==> src/rtl/regfile_dump_ctrl_if.sv <==
// -----------------------------------------------------------------------------
// regfile_dump_ctrl_if
// Bundles the control, register-file read and output stream signals of
// regfile_dump_ctrl.
//   start/abort            dump request and cancel
//   first_addr/last_addr   dump range, sampled with start
//   rf_addr/rf_data        register-file read port (combinational read data)
//   out_valid/out_ready    output beat handshake
//   out_data/out_addr      register contents and index of the beat
//   out_last               beat carries the final register of the range
//   busy/done              status: dump in progress / one-cycle completion pulse
// master: the environment (requester, register file, consumer).
// slave : the dump controller.
// -----------------------------------------------------------------------------
interface regfile_dump_ctrl_if #(
  parameter int DATA_W = 32,
  parameter int ADDR_W = 5
);
  logic              start;
  logic              abort;
  logic [ADDR_W-1:0] first_addr;
  logic [ADDR_W-1:0] last_addr;
  logic [ADDR_W-1:0] rf_addr;
  logic [DATA_W-1:0] rf_data;
  logic              out_valid;
  logic              out_ready;
  logic [DATA_W-1:0] out_data;
  logic [ADDR_W-1:0] out_addr;
  logic              out_last;
  logic              busy;
  logic              done;

  modport master (
    output start, abort, first_addr, last_addr, rf_data, out_ready,
    input  rf_addr, out_valid, out_data, out_addr, out_last, busy, done
  );

  modport slave (
    input  start, abort, first_addr, last_addr, rf_data, out_ready,
    output rf_addr, out_valid, out_data, out_addr, out_last, busy, done
  );
endinterface

==> src/rtl/regfile_dump_ctrl.sv <==
// -----------------------------------------------------------------------------
// regfile_dump_ctrl
// Streams a range of register-file entries [first_addr .. last_addr] (wrapping
// modulo 2^ADDR_W) out over a valid/ready channel, one beat per register.
// Ports:
//   clk   clock, all state changes on its rising edge
//   rst   asynchronous active-high reset
//   bus   regfile_dump_ctrl_if.slave: start/abort, range, register-file read
//         port, output stream and busy/done status
// The read pointer drives rf_addr directly; rf_data is captured into the output
// register, so out_data holds the register value as of the capture edge.
// -----------------------------------------------------------------------------
module regfile_dump_ctrl #(
  parameter int DATA_W = 32,
  parameter int ADDR_W = 5
) (
  input logic                 clk,
  input logic                 rst,
  regfile_dump_ctrl_if.slave  bus
);

  localparam logic [1:0] ST_IDLE  = 2'd0;
  localparam logic [1:0] ST_RUN   = 2'd1;
  localparam logic [1:0] ST_DRAIN = 2'd2;

  logic [1:0]        state_q,     state_d;
  logic [ADDR_W-1:0] ptr_q,       ptr_d;
  logic [ADDR_W-1:0] end_q,       end_d;
  logic              out_valid_q, out_valid_d;
  logic [DATA_W-1:0] out_data_q,  out_data_d;
  logic [ADDR_W-1:0] out_addr_q,  out_addr_d;
  logic              out_last_q,  out_last_d;
  logic              done_q,      done_d;

  logic capture;
  logic accept;
  logic at_end;

  // A capture refills the output register whenever it is empty or is being
  // drained this cycle, which gives one beat per cycle under constant ready.
  assign accept  = out_valid_q && bus.out_ready;
  assign capture = (state_q == ST_RUN) && (!out_valid_q || bus.out_ready);
  assign at_end  = (ptr_q == end_q);

  always_comb begin
    // NOTE: every next-state signal takes its hold value first so no path
    // through the case statement leaves one unassigned (which would infer a latch).
    state_d     = state_q;
    ptr_d       = ptr_q;
    end_d       = end_q;
    out_valid_d = out_valid_q;
    out_data_d  = out_data_q;
    out_addr_d  = out_addr_q;
    out_last_d  = out_last_q;
    done_d      = 1'b0;

    case (state_q)
      ST_IDLE: begin
        // done_q marks the cycle right after completion; a start there is
        // treated as belonging to the finished dump and ignored.
        if (bus.start && !done_q) begin
          ptr_d   = bus.first_addr;
          end_d   = bus.last_addr;
          state_d = ST_RUN;
        end
      end

      ST_RUN: begin
        if (bus.abort) begin
          out_valid_d = 1'b0;
          out_last_d  = 1'b0;
          state_d     = ST_IDLE;
        end else if (capture) begin
          out_data_d  = bus.rf_data;
          out_addr_d  = ptr_q;
          out_valid_d = 1'b1;
          out_last_d  = at_end;
          if (at_end) begin
            state_d = ST_DRAIN;
          end else begin
            ptr_d = ptr_q + ADDR_W'(1);
          end
        end
      end

      ST_DRAIN: begin
        if (bus.abort) begin
          out_valid_d = 1'b0;
          out_last_d  = 1'b0;
          state_d     = ST_IDLE;
        end else if (accept) begin
          out_valid_d = 1'b0;
          out_last_d  = 1'b0;
          done_d      = 1'b1;
          state_d     = ST_IDLE;
        end
      end

      default: begin
        out_valid_d = 1'b0;
        out_last_d  = 1'b0;
        state_d     = ST_IDLE;
      end
    endcase
  end

  always_ff @(posedge clk or posedge rst) begin
    if (rst) begin
      state_q     <= ST_IDLE;
      ptr_q       <= '0;
      end_q       <= '0;
      out_valid_q <= 1'b0;
      out_data_q  <= '0;
      out_addr_q  <= '0;
      out_last_q  <= 1'b0;
      done_q      <= 1'b0;
    end else begin
      // NOTE: non-blocking assignments so every register samples the values
      // computed from the previous state, independent of statement order.
      state_q     <= state_d;
      ptr_q       <= ptr_d;
      end_q       <= end_d;
      out_valid_q <= out_valid_d;
      out_data_q  <= out_data_d;
      out_addr_q  <= out_addr_d;
      out_last_q  <= out_last_d;
      done_q      <= done_d;
    end
  end

  assign bus.rf_addr   = ptr_q;
  assign bus.out_valid = out_valid_q;
  assign bus.out_data  = out_data_q;
  assign bus.out_addr  = out_addr_q;
  assign bus.out_last  = out_last_q;
  assign bus.done      = done_q;
  assign bus.busy      = (state_q == ST_RUN) || (state_q == ST_DRAIN);

endmodule

==> src/flat_wrapper.sv <==
// flat-port wrapper written by rule: the top's interface ports become plain ports
module regfile_dump_ctrl_flat 
#(
  parameter int DATA_W = 32,
  parameter int ADDR_W = 5
)
  (clk, rst, bus_start, bus_abort, bus_first_addr, bus_last_addr, bus_rf_data, bus_out_ready, bus_rf_addr, bus_out_valid, bus_out_data, bus_out_addr, bus_out_last, bus_busy, bus_done);
  regfile_dump_ctrl_if #(.DATA_W(DATA_W), .ADDR_W(ADDR_W)) bus_i ();
  input logic clk;
  input logic rst;
  input wire logic [$bits(bus_i.start)-1:0] bus_start;
  input wire logic [$bits(bus_i.abort)-1:0] bus_abort;
  input wire logic [$bits(bus_i.first_addr)-1:0] bus_first_addr;
  input wire logic [$bits(bus_i.last_addr)-1:0] bus_last_addr;
  input wire logic [$bits(bus_i.rf_data)-1:0] bus_rf_data;
  input wire logic [$bits(bus_i.out_ready)-1:0] bus_out_ready;
  output wire logic [$bits(bus_i.rf_addr)-1:0] bus_rf_addr;
  output wire logic [$bits(bus_i.out_valid)-1:0] bus_out_valid;
  output wire logic [$bits(bus_i.out_data)-1:0] bus_out_data;
  output wire logic [$bits(bus_i.out_addr)-1:0] bus_out_addr;
  output wire logic [$bits(bus_i.out_last)-1:0] bus_out_last;
  output wire logic [$bits(bus_i.busy)-1:0] bus_busy;
  output wire logic [$bits(bus_i.done)-1:0] bus_done;
  assign bus_i.start = bus_start;
  assign bus_i.abort = bus_abort;
  assign bus_i.first_addr = bus_first_addr;
  assign bus_i.last_addr = bus_last_addr;
  assign bus_i.rf_data = bus_rf_data;
  assign bus_i.out_ready = bus_out_ready;
  assign bus_rf_addr = bus_i.rf_addr;
  assign bus_out_valid = bus_i.out_valid;
  assign bus_out_data = bus_i.out_data;
  assign bus_out_addr = bus_i.out_addr;
  assign bus_out_last = bus_i.out_last;
  assign bus_busy = bus_i.busy;
  assign bus_done = bus_i.done;
  regfile_dump_ctrl #(.DATA_W(DATA_W), .ADDR_W(ADDR_W)) u_core (.clk(clk), .rst(rst), .bus(bus_i));
endmodule
==> config.mk <==
export PLATFORM = sky130hd
export DESIGN_NAME = regfile_dump_ctrl_flat
export DESIGN_NICKNAME = d
export VERILOG_FILES = /design/src/rtl/regfile_dump_ctrl_if.sv /design/src/rtl/regfile_dump_ctrl.sv /design/src/flat_wrapper.sv
export SDC_FILE = /design/constraint.sdc
export NUM_CORES = 1
export LEC_CHECK = 0
export ABC_AREA = 0
export BUFFER_PORTS_ARGS = -buffer_cell sky130_fd_sc_hd__buf_2
export CAP_MARGIN = 40
export CELL_PAD_IN_SITES_DETAIL_PLACEMENT = 0
export CELL_PAD_IN_SITES_GLOBAL_PLACEMENT = 1
export CORE_MARGIN = 2
export CORE_UTILIZATION = 40
export CTS_CLUSTER_DIAMETER = 150
export DETAILED_ROUTE_END_ITERATION = 7
export PLACE_DENSITY = 0.82
export REMOVE_ABC_BUFFERS = 1
export SLEW_MARGIN = 20
export SYNTH_ARGS = -nofsm -noshare
export SYNTH_HDL_FRONTEND = slang
export SYNTH_SLANG_ARGS = --single-unit
==> constraint.sdc <==
create_clock -name clk -period 4.4 [get_ports clk]
set_input_delay 0.44 -clock clk [delete_from_list [all_inputs] [get_ports clk]]
set_output_delay 0.44 -clock clk [all_outputs]
set_load 0.005 [all_outputs]
==> flow_summary.yaml <==
power_and_ir_drop:
  ir_drop_mv: 0.313
  sw_frac_of_total_pct: 33.4
  seq_power_share_pct: 43.7
  p_sw_mw: 0.663
  power.internal_mw: 1.32
  power.density_nw_per_um2: 689
  p_clk_share_pct: 13.7
  pwr-share-comb_pct: 42.6
  leakagePower_nw: 1.37
clocking:
  holdBufCountCts: 0
  cts_resized: 0
  clock_path_buffers: 2
  cts_tree: "built"
  cts_buffers: 5
  clock_sinks: 52
  clkLatencyLatePin_ns: 0.29
  post_cts_buffers: 0
  cts.reportedPaths.clkPinSlew_ns: 0.09
  clockRootBuffer: "clkbuf_8"
  cts_htree_levels: 2
synthesis:
  synth_edf_count: 0
  yosysWarnings: 0
  synth_cells: 163
  yosys-top-cells-count: "dfrtp_1 (52), mux2_2 (43), a21oi_1 (7)"
  ys_types: 30
  synth_ff_type: "dfrtp_1"
  synth-seq-cells: 52
  synth_area_sq_um: 2230
  synth.avg_cell_area_sq_um: 13.7
  synth_top_area_share_pct: 58.3
  synth.most_common_cell: "dfrtp_1"
  yosysTopAreaCell: "dfrtp_1"
  synth_area_leaders: "dfrtp_1 (58%), mux2_2 (22%), ha_1 (2.8%)"
  async_flop_share_pct: 100
  synth-seq-area-share_pct: 58.3
routing:
  drc: 0
  viasPerCell: 4.75
  antenna_left: 0
  drtIter0Drc: 60
  vias: 1573
  wl_microns: 4550
  first_pass_iters: 3
  routedWlPerCell_microns: 13.7
sta:
  slew_headroom_pct: 65.8
  final-hold-violation-count: 0
  fin_skew_ns: 0.00540
  fmax_ghz: 0.401
  setup_viol: 0
  worstMarginPinSlew_ns: 0.513
  setup_ws_ns: 1.90
  fin_crit_ns: 2.50
  maxSlewViolCount: 0
  rsz0062_at_grt: "false"
  whs_ns: 0.148
  period_share_pct: 56.7
  timing.setup.tns_ns: 0
critical_path:
  path_max_fanout: 28
  cpLargestDelayFamily: "buffers and inverters"
  crit_buf_inv: 2
  cp_slowest_stage_delay_ns: 0.48
  critical_path_required_ns: 4.59
  crit_slowest_cell: "ha_1"
  start_kind: "register"
  reg2reg_slack_ns: 1.90
  path_cells: "inv_1, ha_1, nand2b_1, a21oi_4, buf_4, mux2_2"
  r2r_start: "u_core.state_q[1]$_DFFE_PP0P_"
  r2r_cells: 6
  crit_arrival_ns: 2.68
  crit_path_start: "u_core.state_q[1]$_DFFE_PP0P_"
  endpoint_kind: "register"
  criticalPathCategory: "reg -> reg"
  worstReg2RegEnd: "u_core.bus.out_data[23]$_DFFE_PP0P_"
finish:
  area_growth_pct: 29.0
  regArea_sq_um: 1300
  fillers: 481
  final_nets: 310
  layout-drive-gt1-share_pct: 57.5
  n_antenna_cell: 0
  multi_input_area_sq_um: 888
die:
  chipWidth_microns: 78.7
  core_sq_um: 5440
  core.rowCount: 27
  dieArea_sq_um: 6190
  initial_core_util_pct: 41.0
  top_level_ports: 93
  die_h_microns: 78.7
outcome:
  outcome: "finished clean"
run:
  cap_violations: 0
worst_hold_path:
  hold_path.class: "in -> async"
global_route:
  grt_pass1_wl_microns: 7620
  gr-total-overflow: 0
  antenna_found_initial: 0
  grt_max_degree: 32
  grt_pass1_vias: 1601
  grt_usage_pct: 15.6
place:
  io_buffers: 92
  post-place-ws_ns: 1.87
  dp_hpwl_microns: 3500
  gp_congestion: 0.758
==> worst max-delay path by stage <==
stage | end | slack, ns | cells after the start
CTS | u_core.bus.out_data[4]$_DFFE_PP0P_ | 1.86 | 6
global placement | u_core.bus.out_data[14]$_DFFE_PP0P_ | 1.95 | 6
detailed placement | u_core.bus.out_data[4]$_DFFE_PP0P_ | 1.87 | 6
floorplan | u_core.bus.rf_addr[4]$_DFFE_PP0P_ | 0.44 | 7
finish | u_core.bus.out_data[23]$_DFFE_PP0P_ | 1.90 | 6
global route | u_core.bus.out_data[6]$_DFFE_PP0P_ | 1.70 | 6
==> routing by layer <==
metal	wire length, microns	vias to the layer above	global-route usage (%)
met1	2050	740	20.8
met3	463	5	6.25
li1	-	762	-
met2	1980	66	23.8
met5	0	-	0
met4	50	0	4.21
==> worst reg2reg max path: stages (launching register included) <==
cell	delay, ns
dfrtp_1	0.39
inv_1	0.12
ha_1	0.48
nand2b_1	0.21
a21oi_4	0.38
buf_4	0.42
mux2_2	0.39
==> final cells by class <==
type,count,share of cell area [%]
multi-input combinational,100,30.8
tap,72,3.13
inverter,5,0.652
clock inverter,1,0.261
timing repair buffer,94,16.9
clock buffer,7,3.00
sequential,52,45.2
==> state kept, by name (all words and copies together), names as in the netlist <==
name and count:
u_core.bus.out_addr 5, u_core.bus.out_valid 1, u_core.bus.out_data 32, u_core.bus.rf_addr 5, u_core.bus.out_last 1, u_core.end_q 5, u_core.bus.done 1, u_core.state_q 2
==> placed cells by master (no fill, tap or decap), types with 3 or more instances in the layout <==
master,n
dfrtp_1,52
nand2_1,6
inv_1,4
mux2_2,43
clkbuf_8,6
ha_1,5
nand2b_1,4
o21ai_0,5
a21oi_1,6
buf_2,92
nand3_1,4
xnor2_1,3
==> power by group through the flow <==
stage | combinational [mW] | clock (mW) | sequential [mW]
global route | 0.946 | 0.305 | 0.900
floorplan | 0.519 | 0 | 0.872
detailed placement | 0.865 | 0 | 0.875
CTS | 0.865 | 0.288 | 0.870
global placement | 0.842 | 0 | 0.871
finish | 0.846 | 0.272 | 0.867
==> cell families after synthesis <==
family	share of synthesized area [%]
muxes	22.1
and+or+nand+nor	6.05
AOI/OAI and AO/OA	6.33
buffers and inverters	2.41
DFF	58.3
xor gates and xnor gates	1.96
adders and majority gates	2.80
==> metrics by stage <==
stage          std cells  area [sq um]  power, mW  util [%]
2_1_floorplan        157          2200       1.39         -
3_3_place_gp         322          2770       1.71      50.9
3_5_place_dp         323          2790       1.74      51.2
4_1_cts              331          2880       2.02      53.0
5_1_grt              331          2880       2.15      53.0
6_report             331          2880       1.98      53.0
(Power assumes the default switching activity.)
